File: config.mk
export PLATFORM = sky130hd
export DESIGN_NAME = hazard_forward_unit
export DESIGN_NICKNAME = d
export VERILOG_FILES = /design/src/rtl/hazard_forward_unit.sv
export SDC_FILE = /design/constraint.sdc
export NUM_CORES = 1
export LEC_CHECK = 0
export BUFFER_PORTS_ARGS = -buffer_cell sky130_fd_sc_hd__buf_2
export CORE_ASPECT_RATIO = 1.75
export CORE_MARGIN = 5
export CORE_UTILIZATION = 34
export CTS_BUF_LIST = sky130_fd_sc_hd__clkbuf_4 sky130_fd_sc_hd__clkbuf_8 sky130_fd_sc_hd__clkbuf_16
export CTS_CLUSTER_SIZE = 12
export DETAILED_ROUTE_END_ITERATION = 10
export PLACE_DENSITY_LB_ADDON = 0.25
export SYNTH_ARGS = -nofsm -noshare
export SYNTH_HDL_FRONTEND = slang
export SYNTH_SLANG_ARGS = --single-unit
File: constraint.sdc
create_clock -name clk -period 1.9 [get_ports clk]
set_input_delay 0.285 -clock clk [delete_from_list [all_inputs] [get_ports clk]]
set_output_delay 0.285 -clock clk [all_outputs]
set_load 0.05 [all_outputs]
File: src/rtl/hazard_forward_unit.sv
// Hazard detection and forwarding-select unit for a 5-stage in-order pipeline.
// Define HAZARD_STATS_EN to add stall/flush/forward event counters.
module hazard_forward_unit #(
  parameter int REG_ADDR_W = 5,
  parameter int CNT_W      = 32
) (
  input  logic                  clk,
  input  logic                  rst,
  input  logic                  id_valid,
  input  logic [REG_ADDR_W-1:0] id_rs,
  input  logic [REG_ADDR_W-1:0] id_rt,
  input  logic                  id_use_rs,
  input  logic                  id_use_rt,
  input  logic [REG_ADDR_W-1:0] id_rd,
  input  logic                  id_wr_en,
  input  logic                  id_is_load,
  input  logic                  branch_taken,
  output logic                  stall,
  output logic                  flush,
  output logic                  Forward_1,
  output logic                  Forward_2,
  output logic                  mem_Forward_1,
  output logic                  mem_Forward_2,
  output logic                  wb_Forward_1,
  output logic                  wb_Forward_2
`ifdef HAZARD_STATS_EN
  ,
  output logic [CNT_W-1:0]      stall_cnt,
  output logic [CNT_W-1:0]      flush_cnt,
  output logic [CNT_W-1:0]      fwd_cnt
`endif
);

  // Shadow copies of the producers currently in EX, MEM and WB.
  logic                  ex_valid_q, mem_valid_q, wb_valid_q;
  logic [REG_ADDR_W-1:0] ex_rd_q, mem_rd_q, wb_rd_q;
  logic                  ex_wr_en_q, mem_wr_en_q, wb_wr_en_q;
  logic                  ex_is_load_q, mem_is_load_q, wb_is_load_q;

  logic                  ex_valid_d;
  logic [REG_ADDR_W-1:0] ex_rd_d;
  logic                  ex_wr_en_d, ex_is_load_d;

  logic fwd1_ex_q, fwd1_mem_q, fwd1_wb_q, fwd2_ex_q, fwd2_mem_q, fwd2_wb_q;
  logic fwd1_ex_d, fwd1_mem_d, fwd1_wb_d, fwd2_ex_d, fwd2_mem_d, fwd2_wb_d;

  logic m1_ex, m1_mem, m1_wb, m2_ex, m2_mem, m2_wb;

  function automatic logic slot_match(input logic                  v,
                                      input logic                  we,
                                      input logic [REG_ADDR_W-1:0] rd,
                                      input logic                  use_src,
                                      input logic [REG_ADDR_W-1:0] src);
    return v & we & (rd != '0) & use_src & (src == rd);
  endfunction

  always_comb begin
    m1_ex  = slot_match(ex_valid_q,  ex_wr_en_q,  ex_rd_q,  id_use_rs, id_rs);
    m1_mem = slot_match(mem_valid_q, mem_wr_en_q, mem_rd_q, id_use_rs, id_rs);
    m1_wb  = slot_match(wb_valid_q,  wb_wr_en_q,  wb_rd_q,  id_use_rs, id_rs);
    m2_ex  = slot_match(ex_valid_q,  ex_wr_en_q,  ex_rd_q,  id_use_rt, id_rt);
    m2_mem = slot_match(mem_valid_q, mem_wr_en_q, mem_rd_q, id_use_rt, id_rt);
    m2_wb  = slot_match(wb_valid_q,  wb_wr_en_q,  wb_rd_q,  id_use_rt, id_rt);

    flush = branch_taken & ~rst;
    stall = id_valid & ex_is_load_q & (m1_ex | m2_ex) & ~flush & ~rst;

    // Nearest producer wins; a stall or flush kills every select.
    fwd1_ex_d  = 1'b0;
    fwd1_mem_d = 1'b0;
    fwd1_wb_d  = 1'b0;
    fwd2_ex_d  = 1'b0;
    fwd2_mem_d = 1'b0;
    fwd2_wb_d  = 1'b0;
    if (!(stall || flush)) begin
      fwd1_ex_d  = m1_ex;
      fwd1_mem_d = ~m1_ex & m1_mem;
      fwd1_wb_d  = ~m1_ex & ~m1_mem & m1_wb;
      fwd2_ex_d  = m2_ex;
      fwd2_mem_d = ~m2_ex & m2_mem;
      fwd2_wb_d  = ~m2_ex & ~m2_mem & m2_wb;
    end

    ex_valid_d   = id_valid & ~stall & ~flush;
    ex_rd_d      = id_rd;
    ex_wr_en_d   = id_wr_en;
    ex_is_load_d = id_is_load;
  end

  always_ff @(posedge clk) begin
    if (rst) begin
      ex_valid_q    <= 1'b0;
      mem_valid_q   <= 1'b0;
      wb_valid_q    <= 1'b0;
      ex_rd_q       <= '0;
      mem_rd_q      <= '0;
      wb_rd_q       <= '0;
      ex_wr_en_q    <= 1'b0;
      mem_wr_en_q   <= 1'b0;
      wb_wr_en_q    <= 1'b0;
      ex_is_load_q  <= 1'b0;
      mem_is_load_q <= 1'b0;
      wb_is_load_q  <= 1'b0;
      fwd1_ex_q     <= 1'b0;
      fwd1_mem_q    <= 1'b0;
      fwd1_wb_q     <= 1'b0;
      fwd2_ex_q     <= 1'b0;
      fwd2_mem_q    <= 1'b0;
      fwd2_wb_q     <= 1'b0;
    end else begin
      wb_valid_q    <= mem_valid_q;
      wb_rd_q       <= mem_rd_q;
      wb_wr_en_q    <= mem_wr_en_q;
      wb_is_load_q  <= mem_is_load_q;
      mem_valid_q   <= ex_valid_q;
      mem_rd_q      <= ex_rd_q;
      mem_wr_en_q   <= ex_wr_en_q;
      mem_is_load_q <= ex_is_load_q;
      ex_valid_q    <= ex_valid_d;
      ex_rd_q       <= ex_rd_d;
      ex_wr_en_q    <= ex_wr_en_d;
      ex_is_load_q  <= ex_is_load_d;
      fwd1_ex_q     <= fwd1_ex_d;
      fwd1_mem_q    <= fwd1_mem_d;
      fwd1_wb_q     <= fwd1_wb_d;
      fwd2_ex_q     <= fwd2_ex_d;
      fwd2_mem_q    <= fwd2_mem_d;
      fwd2_wb_q     <= fwd2_wb_d;
    end
  end

  assign Forward_1     = fwd1_ex_q;
  assign mem_Forward_1 = fwd1_mem_q;
  assign wb_Forward_1  = fwd1_wb_q;
  assign Forward_2     = fwd2_ex_q;
  assign mem_Forward_2 = fwd2_mem_q;
  assign wb_Forward_2  = fwd2_wb_q;

`ifdef HAZARD_STATS_EN
  logic [CNT_W-1:0] stall_cnt_q, flush_cnt_q, fwd_cnt_q;
  logic             any_fwd_d;

  assign any_fwd_d = fwd1_ex_d | fwd1_mem_d | fwd1_wb_d | fwd2_ex_d | fwd2_mem_d | fwd2_wb_d;

  always_ff @(posedge clk) begin
    if (rst) begin
      stall_cnt_q <= '0;
      flush_cnt_q <= '0;
      fwd_cnt_q   <= '0;
    end else begin
      if (stall)     stall_cnt_q <= stall_cnt_q + 1'b1;
      if (flush)     flush_cnt_q <= flush_cnt_q + 1'b1;
      if (any_fwd_d) fwd_cnt_q   <= fwd_cnt_q + 1'b1;
    end
  end

  assign stall_cnt = stall_cnt_q;
  assign flush_cnt = flush_cnt_q;
  assign fwd_cnt   = fwd_cnt_q;
`endif

endmodule
# Word level (Yosys, flattened, before mapping)

Index checks and enable logic that the tools add are counted.

Flip-flop bits (word level): 28
Latch bits: 0
Bits in writable memories: 0
ROM bits: 0
Input port bits: 23
Output and inout bits: 8
Word-level logic and storage cells: 66
Memories kept: 0

Add/sub/neg operators: 0
$mul: 0
Div/mod/pow operators: 0
$lt $le $gt $ge: 0
Equality and inequality tests: 6
Shift-type cells: 0
Mux-type cells: 0
Bitwise operators: 39
Reductions and logical operators: 5

Operator list:

| cell                | number |
|---|---|
| 1-bit AND           | 31 |
| 5-bit equality test | 6 |
| 5-bit nonzero test  | 3 |
| 1-bit NOT           | 7 |
| 2-bit OR reduction  | 1 |
| 1-bit logical OR    | 1 |
| 1-bit OR            | 1 |

# Logic depth before layout (Yosys ltp)

Word-level depth: 11
Gate-level depth with buffers: 5
Gate-level depth less buffers: 5

# Worst setup path after synthesis

No wires, ideal clock.

Kind: register -> output
Start point: reg ex_rd_q[0]
End point: out stall
Data arrival time: 1.500 ns
Required time: 1.615 ns
Slack: 0.115 ns
Cell stages (with the launch flop): 6
Buffers on the path: 0
Cells stage by stage: dfxtp_1 -> xor2_1 -> nor4_1 -> nand3_1 -> nand2_1 -> and3b_1

Word-level cells in the longest chain between the ends: 8
Elaborated cells on any way between the ends: 12
Classes of those cells: eq/ne: 2; bitwise: 9; reduce/logical: 1

RTL lines:

| what                      | RTL line | RTL |
|---|---|---|
| start, declared           | 36       | `logic [REG_ADDR_W-1:0] ex_rd_q, mem_rd_q, wb_rd_q;` |
| start signal, assigned    | 120      | `ex_rd_q <= ex_rd_d;` |
| 5-bit nonzero test        | 54       | `return v & we & (rd != '0) & use_src & (src == rd);` |
| 1-bit AND (3 in series)   | 54       |  |
| 1-bit OR *                | 66       | `stall = id_valid & ex_is_load_q & (m1_ex \| m2_ex) & ~flush & ~rst;` |
| 1-bit AND * (3 in series) | 66       |  |
| end, declared             | 18       | `output logic stall,` |

Every way passes the cells marked *; elsewhere a longest branch is shown, timed or not.

# Worst setup path in the final report

Start point: reg ex_rd_q[2]
End point: out stall

Same word-level chain as after synthesis.

==> impl_metrics.tcl <==
set metrics [dict create \
    pwr_density_cell_nw_per_um2 703.9 \
    gp_congestion 0.9398 \
    wl_um 2873 \
    die_h_um 89.08 \
    numPortBuffers 30 \
    yosysWarningCount 0 \
    first_iter_violations 9 \
    core_sq_um 3433 \
    syn_area_per_cell_sq_um 10.12 \
    cp_slowest_cell "or4_4" \
    max_stage_delay_ns 0.51 \
    slew_violations 0 \
    setup_tns_ns -0.1408 \
    diodes 0 \
    p_sw_uw 262.2 \
    grt.total_usage 0.1337 \
    yosysTopAreaCellShare 0.4614 \
    crit_path_max_fanout 4 \
    status "finished with violations" \
    hold_start "id_is_load" \
    die_area_sq_um 4916 \
    setup_viol 1 \
    cp.required_ns 1.62 \
    cts_tree "done" \
    instances_no_fill 203 \
    hp-class "in -> reg" \
    dpl.hpwl_um 2347 \
    min_path_cells 2 \
    tightest_slew_ns 0.3506 \
    syn-num-nets 143 \
    startpoint_type "flip-flop" \
    grt_pass1_wl_um 4609 \
    p_leak_nw 0.6508 \
    synthDistinctLibCells 27 \
    clock_latency_ns 0.27 \
    finalCriticalPeriod_ns 2.041 \
    numCtsBuffers 3 \
    die_x_um 55.19 \
    postLayoutCoreUtil 0.4468 \
    num-fill-cells 374 \
    drive_gt1_frac 0.3291 \
    clkTransAtPathRegs_ns 0.09 \
    place_ws_ns 0.05447 \
    regArea_sq_um 565.5 \
    vias 1001 \
    hold_buffers 0 \
    crit_buf_inv 1 \
    p_int_uw 817.6 \
    fmax_ghz 0.4900 \
    post-route-period-util 1.074 \
    ff2ff_path_depth 4 \
    rrSetupSlack_ns 0.23 \
    p_comb_frac 0.127 \
    synth.cell_area_sq_um 1215 \
    antenna_left 0 \
    ys_seq_area_frac 0.4614 \
    start_util 0.3539 \
    worstPathCellList "or4_4 -> o211ai_2 -> nor3_2 -> and3b_1 -> buf_6" \
    pwr-share-clk 0.293 \
    fin_ws_ns -0.1408 \
    synth_ff_type "dfxtp_1" \
    violations "setup timing" \
    globalRouteOverflowTotal 0 \
    root_buffer "clkbuf_8" \
    io-pin-count 31 \
    worstPathArrival_ns 1.76 \
    drt_pass1_iterations 4 \
    ys_async_sr_fraction 0 \
    slew_headroom 0.7660 \
    fin_worst_skew_ns 0.006148 \
    final_hold_viol_count 0 \
    htree_levels 1 \
    multi_input_area_sq_um 658.1 \
    drv_cap 0 \
    placed_cells 198 \
    antenna_found_initial 0 \
    ir_drop_v 0.0003721 \
    critPathKind "reg -> out" \
    crit_path_end_kind "output pin" \
    synth.area.top_cells "dfxtp_1 46%, xor2_1 12%, nor2b_1 11%" \
    rr_endpoint "wb_Forward_1$_SDFF_PP0_" \
    path_delay_family "simple AND/OR/NAND/NOR gates" \
    yosysMostFrequentCell "dfxtp_1" \
    clock_path_buffers 2 \
    layout.nets 183 \
    p_seq_frac 0.580 \
    drc 0 \
    synth_edf_count 0 \
    synth_seq_cells 28 \
    swShare 0.2428 \
    std_cell_rows 28 \
    rsz0062_at_grt "true" \
    yosysTopAreaCell "dfxtp_1" \
    routedWlPerCell_um 14.15 \
    grt_max_degree 22 \
    worstReg2RegStart "wb_rd_q[1]$_SDFF_PP0_" \
    synth_common_cells "28 x dfxtp_1, 21 x nor2b_1, 16 x xor2_1" \
    fin_hold_ws_ns 0.2106 \
    hold_end "ex_is_load_q$_SDFF_PP0_" \
    grt_pass1_vias 1026 \
    top_regs "ex_rd_q (5), mem_rd_q (5), wb_rd_q (5)" \
    drt-vias-per-instance 4.931 \
    synthCells 120 \
    cts_sinks 28 \
    synthToLayoutAreaGrowth_pct 26.26 \
]
power groups by stage:
stage                     Clock, mW  Combinational (mW)  Sequential, mW
after floorplan                   0              0.0754           0.632
after global placement            0               0.128           0.640
after detailed placement          0               0.131           0.640
after CTS                     0.332               0.138           0.627
after global routing          0.356               0.151           0.629
final                         0.316               0.137           0.627
stage by stage:
stage / area [sq um] / total power, mW
finish: 1534 / 1.080
global route: 1534 / 1.136
CTS: 1533 / 1.097
detailed placement: 1451 / 0.7712
global placement: 1451 / 0.7683
floorplan: 1215 / 0.7079
how the worst max path moves through the flow:
stage | from | end | slack [ns] | cells past startpoint
final | ex_rd_q[2]$_SDFF_PP0_ | stall | -0.14 | 5
after global routing | ex_rd_q[3]$_SDFF_PP0_ | stall | -0.25 | 6
after CTS | ex_rd_q[1]$_SDFF_PP0_ | stall | -0.16 | 5
after detailed placement | id_rt[3] | stall | 0.05 | 7
after global placement | id_rt[3] | stall | 0.08 | 7
after floorplan | ex_rd_q[0]$_SDFF_PP0_ | stall | 0.11 | 5
layout make-up:
class,count,share of cell area
flip-flops and latches,28,0.3687
well taps,45,0.03670
repair buffers,37,0.1362
clock buffers,3,0.02692
multi-input cells,89,0.4290
inverters,1,0.002447
cell usage in the layout (no fill, tap or decap):
cell / instances
nand2_1: 5
or4_4: 1
clkbuf_8: 3
nor4b_2: 1
buf_2: 29
nor4_2: 1
buf_4: 7
a31oi_1: 1
a21o_1: 1
dfxtp_1: 24
nor3_1: 1
nor2b_1: 21
nand3_1: 2
a2111oi_2: 1
inv_2: 1
nand4b_1: 1
buf_6: 1
nor4_1: 3
or4_1: 1
nand4_1: 5
a21oi_1: 1
and3_1: 1
nor2_1: 4
dfxtp_2: 4
xor2_1: 16
nor2b_2: 1
xnor2_1: 14
o21ai_1: 1
and3b_1: 1
o211ai_2: 1
or3_1: 1
o311a_1: 1
nor3_2: 1
o2111ai_1: 1
layer usage:
| layer | GRT usage | share of wire | wire length, um | up-vias |
|---|---|---|---|---|
| li1 | - | - | - | 486 |
| met1 | 0.1336 | 0.36 | 1031 | 461 |
| met2 | 0.2252 | 0.52 | 1491 | 37 |
| met3 | 0.02504 | 0.057 | 163 | 17 |
| met4 | 0.1150 | 0.065 | 188 | 0 |
| met5 | 0 | 0 | 0 | - |
kinds of logic after synthesis:
group | synth area share
AOI/OAI and AO/OA | 0.05767
xor gates and xnor gates | 0.2163
buffers and inverters | 0.009268
DFF | 0.4614
and+or+nand+nor | 0.2554
timing repair:
item	in CTS	in global routing
pin swaps	3	0
gates resized for setup	8	1
hold endpoints to repair	0	0
endpoints found under the setup margin	1	1
cloned	0	0
buffers inserted	2	0
Note: power is estimated with default switching activity, not from simulation.
